File: config.mk
export PLATFORM = sky130hd
export DESIGN_NAME = bk_carry_pipe
export DESIGN_NICKNAME = d
export VERILOG_FILES = /design/src/rtl/bk_carry_pipe.sv
export SDC_FILE = /design/constraint.sdc
export NUM_CORES = 1
export LEC_CHECK = 0
export BUFFER_PORTS_ARGS = -buffer_cell sky130_fd_sc_hd__buf_2
export CORE_MARGIN = 2
export CORE_UTILIZATION = 53
export CTS_CLUSTER_SIZE = 20
export DETAILED_ROUTE_END_ITERATION = 8
export PLACE_DENSITY = 0.73
export SLEW_MARGIN = 20
export SYNTH_ARGS = -nofsm -noshare
export SYNTH_HDL_FRONTEND = slang
export SYNTH_SLANG_ARGS = --single-unit
File: constraint.sdc
create_clock -name clk -period 1.64 [get_ports clk]
set_clock_uncertainty 0.2 [all_clocks]
set_input_delay 0.082 -clock clk [delete_from_list [all_inputs] [get_ports clk]]
set_output_delay 0.082 -clock clk [all_outputs]
set_load 0.05 [all_outputs]
File: src/rtl/bk_carry_pipe.sv
// Three-stage pipelined Brent-Kung valence-2 carry network. Carry-in is folded
// into bit 0, the up-sweep is registered in S2, the down-sweep is registered in S3.
module bk_carry_pipe #(
  parameter int unsigned N_BIT = 32
) (
  input  logic             clk,
  input  logic             rst_n,
  input  logic             in_valid,
  output logic             in_ready,
  input  logic [N_BIT-1:0] p_in,
  input  logic [N_BIT-1:0] g_in,
  input  logic             cin,
  output logic             out_valid,
  input  logic             out_ready,
  output logic [N_BIT:0]   carry,
  output logic [N_BIT-1:0] p_out
);

  localparam int unsigned LOG2_N = $clog2(N_BIT);
  localparam int unsigned IW     = (LOG2_N > 0) ? LOG2_N : 1;

  logic             r_v1, r_v2, r_v3;
  logic [N_BIT-1:0] r_p1, r_g1, r_pf2, r_g2, r_p2;
  logic             r_cin1, r_cin2;
  logic [N_BIT:0]   r_carry;
  logic [N_BIT-1:0] r_pout;

  logic             w_load1, w_load2, w_load3;
  logic [N_BIT-1:0] w_gu, w_pu, w_gd;

  // A stage loads when it is empty or its occupant moves on this cycle.
  assign w_load3  = !r_v3 || out_ready;
  assign w_load2  = !r_v2 || w_load3;
  assign w_load1  = !r_v1 || w_load2;
  assign in_ready = w_load1;

  // Up-sweep: node i at level k spans 2^k bits and pulls in its 2^(k-1) neighbour.
  always_comb begin
    w_gu = r_g1;
    w_pu = r_p1;
    for (int k = 1; k <= int'(LOG2_N); k++) begin
      for (int i = 0; i < int'(N_BIT); i++) begin
        if (((i + 1) % (1 << k)) == 0) begin
          w_gu[IW'(i)] = w_gu[IW'(i)] | (w_pu[IW'(i)] & w_gu[IW'(i - (1 << (k - 1)))]);
          w_pu[IW'(i)] = w_pu[IW'(i)] & w_pu[IW'(i - (1 << (k - 1)))];
        end
      end
    end
  end

  // Down-sweep: fill the midpoints from the completed prefix just below each group.
  always_comb begin
    w_gd = r_g2;
    for (int k = int'(LOG2_N) - 1; k >= 1; k--) begin
      for (int i = 0; i < int'(N_BIT); i++) begin
        if ((((i + 1) % (1 << k)) == (1 << (k - 1))) && (i >= (1 << k))) begin
          w_gd[IW'(i)] = w_gd[IW'(i)] | (r_p2[IW'(i)] & w_gd[IW'(i - (1 << (k - 1)))]);
        end
      end
    end
  end

  always_ff @(posedge clk or negedge rst_n) begin
    if (!rst_n) begin
      r_v1    <= 1'b0;
      r_v2    <= 1'b0;
      r_v3    <= 1'b0;
      r_p1    <= '0;
      r_g1    <= '0;
      r_cin1  <= 1'b0;
      r_pf2   <= '0;
      r_g2    <= '0;
      r_p2    <= '0;
      r_cin2  <= 1'b0;
      r_carry <= '0;
      r_pout  <= '0;
    end else begin
      if (w_load1) r_v1 <= in_valid;
      if (w_load2) r_v2 <= r_v1;
      if (w_load3) r_v3 <= r_v2;
      if (in_valid && w_load1) begin
        r_p1   <= p_in;
        r_g1   <= {g_in[N_BIT-1:1], g_in[0] | (p_in[0] & cin)};
        r_cin1 <= cin;
      end
      if (r_v1 && w_load2) begin
        r_pf2  <= r_p1;
        r_g2   <= w_gu;
        r_p2   <= w_pu;
        r_cin2 <= r_cin1;
      end
      if (r_v2 && w_load3) begin
        r_carry <= {w_gd, r_cin2};
        r_pout  <= r_pf2;
      end
    end
  end

  assign out_valid = r_v3;
  assign carry     = r_carry;
  assign p_out     = r_pout;

endmodule

==> impl_results.html <==
<table>
<tr><th>Metric</th><th>Value</th></tr>
<tr><th colspan="2">Critical path</th></tr>
<tr><td>Crit path capture type</td><td>flop</td></tr>
<tr><td>Required time reported for the critical path endpoint</td><td>1.81 ns</td></tr>
<tr><td>Logic depth of the worst register-to-register path</td><td>4</td></tr>
<tr><td>Reg2Reg Capture Point</td><td>p_out[4]</td></tr>
<tr><td>Minimum setup slack among reg-to-reg paths</td><td>about 0.036 ns</td></tr>
<tr><td>WS Path Type</td><td>reg2reg</td></tr>
<tr><td>Arrival time at the worst endpoint</td><td>1.77 ns</td></tr>
<tr><td>Reg-to-Reg Start</td><td>r_v2</td></tr>
<tr><td>Critical Path Source Type</td><td>flop</td></tr>
<tr><td>Maximum net fanout on the critical path</td><td>27</td></tr>
<tr><th colspan="2">Pwr</th></tr>
<tr><td>Total leakage power</td><td>between 5 and 6 nW</td></tr>
<tr><td>Overall Power</td><td>0.01664 W</td></tr>
<tr><td>Combinational fraction of design power</td><td>0.305</td></tr>
<tr><td>Worst-case vdd ir drop</td><td>1.065 mV</td></tr>
<tr><td>Internal Power</td><td>0.01071 W</td></tr>
<tr><td>Clock group share of total power</td><td>0.278</td></tr>
<tr><td>Net switching fraction of the power</td><td>0.3562</td></tr>
<tr><td>Switching power total</td><td>between 0.005 and 0.006 W</td></tr>
<tr><td>Sequential cell fraction of total power</td><td>0.417</td></tr>
<tr><td>Cell Pwr Density</td><td>1603 nW/um2</td></tr>
<tr><th colspan="2">Yosys</th></tr>
<tr><td>Cell variety after synth</td><td>22</td></tr>
<tr><td>Synth area leaders</td><td>sky130_fd_sc_hd__dfrtp_1 (64%), sky130_fd_sc_hd__mux2_2 (12%), sky130_fd_sc_hd__nand2_1 (9.6%)</td></tr>
<tr><td>Share of flip-flops with an asynchronous set or reset</td><td>1.000</td></tr>
<tr><td>Number of register bits inferred by synthesis</td><td>202</td></tr>
<tr><td>Mapped Avg Cell Area</td><td>12.90 um2</td></tr>
<tr><td>Count of synthesis-stage warnings from yosys</td><td>0</td></tr>
<tr><td>EDFF count, synth</td><td>0</td></tr>
<tr><td>Sequential cell area fraction in the yosys report</td><td>0.6402</td></tr>
<tr><td>Synth Cell Area</td><td>7896 um2</td></tr>
<tr><td>Post-synth net total</td><td>681</td></tr>
<tr><td>Dominant cell type by area after synthesis</td><td>sky130_fd_sc_hd__dfrtp_1</td></tr>
<tr><td>Main flop type after synthesis</td><td>sky130_fd_sc_hd__dfrtp_1</td></tr>
<tr><td>Area share of the largest cell type after synthesis</td><td>0.6402</td></tr>
<tr><td>Cells after Synth</td><td>612</td></tr>
<tr><th colspan="2">Timing</th></tr>
<tr><td>Unrepaired setup endpoints after global routing</td><td>true</td></tr>
<tr><td>Final period util</td><td>0.9783</td></tr>
<tr><td>Finish-stage setup viols</td><td>0</td></tr>
<tr><td>Tightest slew margin relative to the limit</td><td>0.7043</td></tr>
<tr><td>Worst Tran Pin Value</td><td>0.4435 ns</td></tr>
<tr><td>Max frequency</td><td>about 0.62 GHz</td></tr>
<tr><td>Number of pins exceeding their max-slew limit in the final report</td><td>0</td></tr>
<tr><td>Period minus WS final</td><td>1.604 ns</td></tr>
<tr><td>Number of failing hold endpoints at the final stage</td><td>0</td></tr>
<tr><th colspan="2">Detailed routing</th></tr>
<tr><td>Residual antenna-violating net count after detailed routing</td><td>0</td></tr>
<tr><td>Via count of the routed design</td><td>5,246</td></tr>
<tr><td>Drt total wl</td><td>16,780 um</td></tr>
<tr><td>DRT iter0 DRCs</td><td>265</td></tr>
<tr><td>Vias per inst</td><td>5.069</td></tr>
<tr><td>DRC</td><td>0</td></tr>
<tr><td>Initial DRT Pass Iterations</td><td>4</td></tr>
<tr><td>Average detailed-routed wire length per instance</td><td>16.21 um</td></tr>
<tr><th colspan="2">Layout</th></tr>
<tr><td>Area grow syn2layout</td><td>31.47%</td></tr>
<tr><td>Fill cell total of the finished layout</td><td>1,028</td></tr>
<tr><td>Layout Cell Area excl Fill</td><td>10,380 um2</td></tr>
<tr><td>Final layout net count</td><td>905</td></tr>
<tr><td>Seq. cell area</td><td>around 5000 um2</td></tr>
<tr><td>Multi-input gate area in the final layout</td><td>~2700 um2</td></tr>
<tr><td>Fin cells</td><td>1,035</td></tr>
<tr><td>Layout cells sized above 1</td><td>0.3757</td></tr>
<tr><th colspan="2">Clocking</th></tr>
<tr><td>Clock transition at the registers of the reported paths</td><td>0.06 ns</td></tr>
<tr><td>Number of buffers inserted during clock tree synthesis</td><td>21</td></tr>
<tr><td>Sinks on the clock net</td><td>roughly 200</td></tr>
<tr><td>TritonCTS clock tree</td><td>yes</td></tr>
<tr><td>Clock latency on the worst-skew pair</td><td>0.49 ns</td></tr>
<tr><td>CTS Root Buffer Type</td><td>sky130_fd_sc_hd__clkbuf_16</td></tr>
<tr><td>Largest buffer count on any clock path</td><td>3</td></tr>
<tr><td>H-tree depth reported by CTS</td><td>1</td></tr>
<tr><th colspan="2">Global route</th></tr>
<tr><td>Aggregate global-route resource usage</td><td>0.2130</td></tr>
<tr><td>Global route hottest layer</td><td>met2</td></tr>
<tr><td>Antenna violations before repair</td><td>2</td></tr>
<tr><td>Global-route wire length before repair</td><td>between 20,000 and 30,000 um</td></tr>
<tr><td>Maximum number of pins on one net before global-route repair</td><td>84</td></tr>
<tr><td>Met2 Resource Use GR</td><td>0.3514</td></tr>
<tr><td>Overflow left after global routing</td><td>0</td></tr>
<tr><td>Number of global-route vias before repair</td><td>5,408</td></tr>
<tr><td>Met3 capacity usage during global routing</td><td>0.04206</td></tr>
<tr><td>Met1 capacity usage during global routing</td><td>0.2943</td></tr>
<tr><th colspan="2">Floorplan</th></tr>
<tr><td>Starting utilization of the core area</td><td>0.5433</td></tr>
<tr><td>Total Die Area</td><td>15,890 um2</td></tr>
<tr><td>Row count</td><td>44</td></tr>
<tr><td>Width of the chip</td><td>126.1 um</td></tr>
<tr><td>Number of primary I/O pins</td><td>136</td></tr>
<tr><td>Vertical extent of the die</td><td>126.1 um</td></tr>
<tr><td>Standard cell core area</td><td>between 10,000 and 15,000 um2</td></tr>
<tr><th colspan="2">Placed design</th></tr>
<tr><td>Routability Congestion</td><td>between 0.7 and 0.8</td></tr>
<tr><td>HPWL after DPL</td><td>10,880 um</td></tr>
<tr><td>Placed instance count</td><td>923</td></tr>
<tr><td>Number of buffers added on ports</td><td>135</td></tr>
<tr><td>Post-place instance area</td><td>around 8900 um2</td></tr>
<tr><th colspan="2">Run status</th></tr>
<tr><td>Outcome</td><td>finished, final reports clean</td></tr>
<tr><th colspan="2">Flow run</th></tr>
<tr><td>Max-cap violations</td><td>0</td></tr>
<tr><th colspan="2">Min path</th></tr>
<tr><td>Class of the tightest hold or removal check</td><td>in2reg</td></tr>
<tr><td>Number of stages on the worst hold path</td><td>3</td></tr>
<tr><td>Worst Hold Path EP</td><td>r_p1[15]</td></tr>
<tr><td>Launch point of the worst hold path</td><td>p_in[15]</td></tr>
</table>
cells in the mapped netlist (3+ instances only):
master	n
sky130_fd_sc_hd__dfrtp_1	202
sky130_fd_sc_hd__nand2_1	201
sky130_fd_sc_hd__mux2_2	85
sky130_fd_sc_hd__mux2_4	38
sky130_fd_sc_hd__o21ai_0	20
sky130_fd_sc_hd__a21oi_1	17
sky130_fd_sc_hd__buf_2	17
sky130_fd_sc_hd__a21o_1	4
sky130_fd_sc_hd__buf_12	4
sky130_fd_sc_hd__nand2b_1	4
sky130_fd_sc_hd__clkbuf_1	3
sky130_fd_sc_hd__nor2_1	3
cell families (layout without fill, tap and decap cells):
group | count (synthesis) | after routing | share of synthesized area
AND/OR/NAND/NOR | 213 | 213 | 0.1054
other | 0 | 2 | 0
AO/OA/AOI/OAI | 44 | 44 | 0.03074
buffers and inverters | 29 | 266 | 0.02900
multiplexers | 124 | 124 | 0.1947
flip-flops | 202 | 202 | 0.6402
critical path, stage by stage, from the launching register on:
cell	delay, ns
sky130_fd_sc_hd__dfrtp_2	0.44
sky130_fd_sc_hd__buf_4	0.15
sky130_fd_sc_hd__nand2_4	0.13
sky130_fd_sc_hd__buf_12	0.20
sky130_fd_sc_hd__mux2_2	0.36
power groups by stage:
stage	clock [W]	sequential, W	combinational (W)
finish	0.00462	0.00694	0.00508
global route	0.00495	0.00708	0.00539
CTS	0.00474	0.00692	0.00510
detailed placement	0	0.00700	0.00493
global placement	0	0.00692	0.00485
floorplan	0	0.00893	0.00163
flip-flops by register name, indices dropped and copies added (netlist names):
register and flops:
carry 33, out_valid 1, p_out 32, r_cin1 1
r_cin2 1, r_g1 32, r_g2 32, r_p1 32
r_p2 4, r_pf2 32, r_v1 1, r_v2 1
how the worst max path moves through the flow:
| stage | to | startpoint | slack (ns) |
|---|---|---|---|
| 2_1_floorplan | r_g1[28] | out_valid | -0.27 |
| 3_3_place_gp | r_g1[5] | r_v2 | 0.05 |
| 3_5_place_dp | r_g1[9] | r_v2 | -0.01 |
| 4_1_cts | p_out[29] | r_v2 | 0.01 |
| 5_1_grt | p_out[29] | out_valid | -0.01 |
| 6_report | p_out[4] | r_v2 | 0.04 |
cell type report:
cell class | instances | share of cell area
sequential | 202 | 0.4872
multi-input combinational | 381 | 0.2570
timing repair buffer | 230 | 0.1684
clock buffer | 34 | 0.06111
tap | 184 | 0.02218
clock inverter | 2 | 0.003736
antenna | 2 | 0.0004821
stage by stage:
step / setup TNS (ns) / utilization / setup WS [ns] / hold slack, ns
6_report: 0 / 0.7143 / 0.03563 / 0.1600
4_1_cts: 0 / 0.7119 / 0.01370 / 0.1461
3_5_place_dp: -0.04239 / 0.6154 / -0.01339 / -0.07396
3_3_place_gp: 0 / 0.6154 / 0.05275 / -0.08527
5_1_grt: -0.07407 / 0.7143 / -0.01442 / 0.1662
2_1_floorplan: -14.82 / - / -0.2659 / -0.4136
cells in the final DEF, fill, tap and decap left out, types with 2 or more instances in the layout:
master,n
sky130_fd_sc_hd__clkbuf_1,7
sky130_fd_sc_hd__o211ai_1,2
sky130_fd_sc_hd__dfrtp_2,2
sky130_fd_sc_hd__mux2_2,79
sky130_fd_sc_hd__diode_2,2
sky130_fd_sc_hd__buf_12,13
sky130_fd_sc_hd__a21oi_1,17
sky130_fd_sc_hd__dlygate4sd3_1,71
sky130_fd_sc_hd__dfrtp_1,200
sky130_fd_sc_hd__clkbuf_16,21
sky130_fd_sc_hd__buf_4,11
sky130_fd_sc_hd__a21o_1,4
sky130_fd_sc_hd__nor2_1,3
sky130_fd_sc_hd__o21ai_0,19
sky130_fd_sc_hd__nand2b_1,4
sky130_fd_sc_hd__clkbuf_8,7
sky130_fd_sc_hd__buf_2,133
sky130_fd_sc_hd__mux2_4,44
sky130_fd_sc_hd__nand2_1,200
routing by layer:
layer / part of all wire / routed length [um] / vias to the layer above
met2: 0.49 / 8180 / 140
met3: 0.054 / 901 / 28
met5: 0 / 0 / -
met1: 0.44 / 7381 / 2604
met4: 0.019 / 313 / 0
li1: - / - / 2474
repair_timing:
| action | 4_1_cts | 5_1_grt |
|---|---|---|
| resized for setup | 4 | 3 |
| pin swaps | 1 | 1 |
| setup endpoints to repair | 6 | 62 |
| hold endpoints to repair | 270 | 0 |
| buffers inserted | 2 | 2 |
| hold buffers | 71 | 0 |
(Power assumes the default switching activity.)
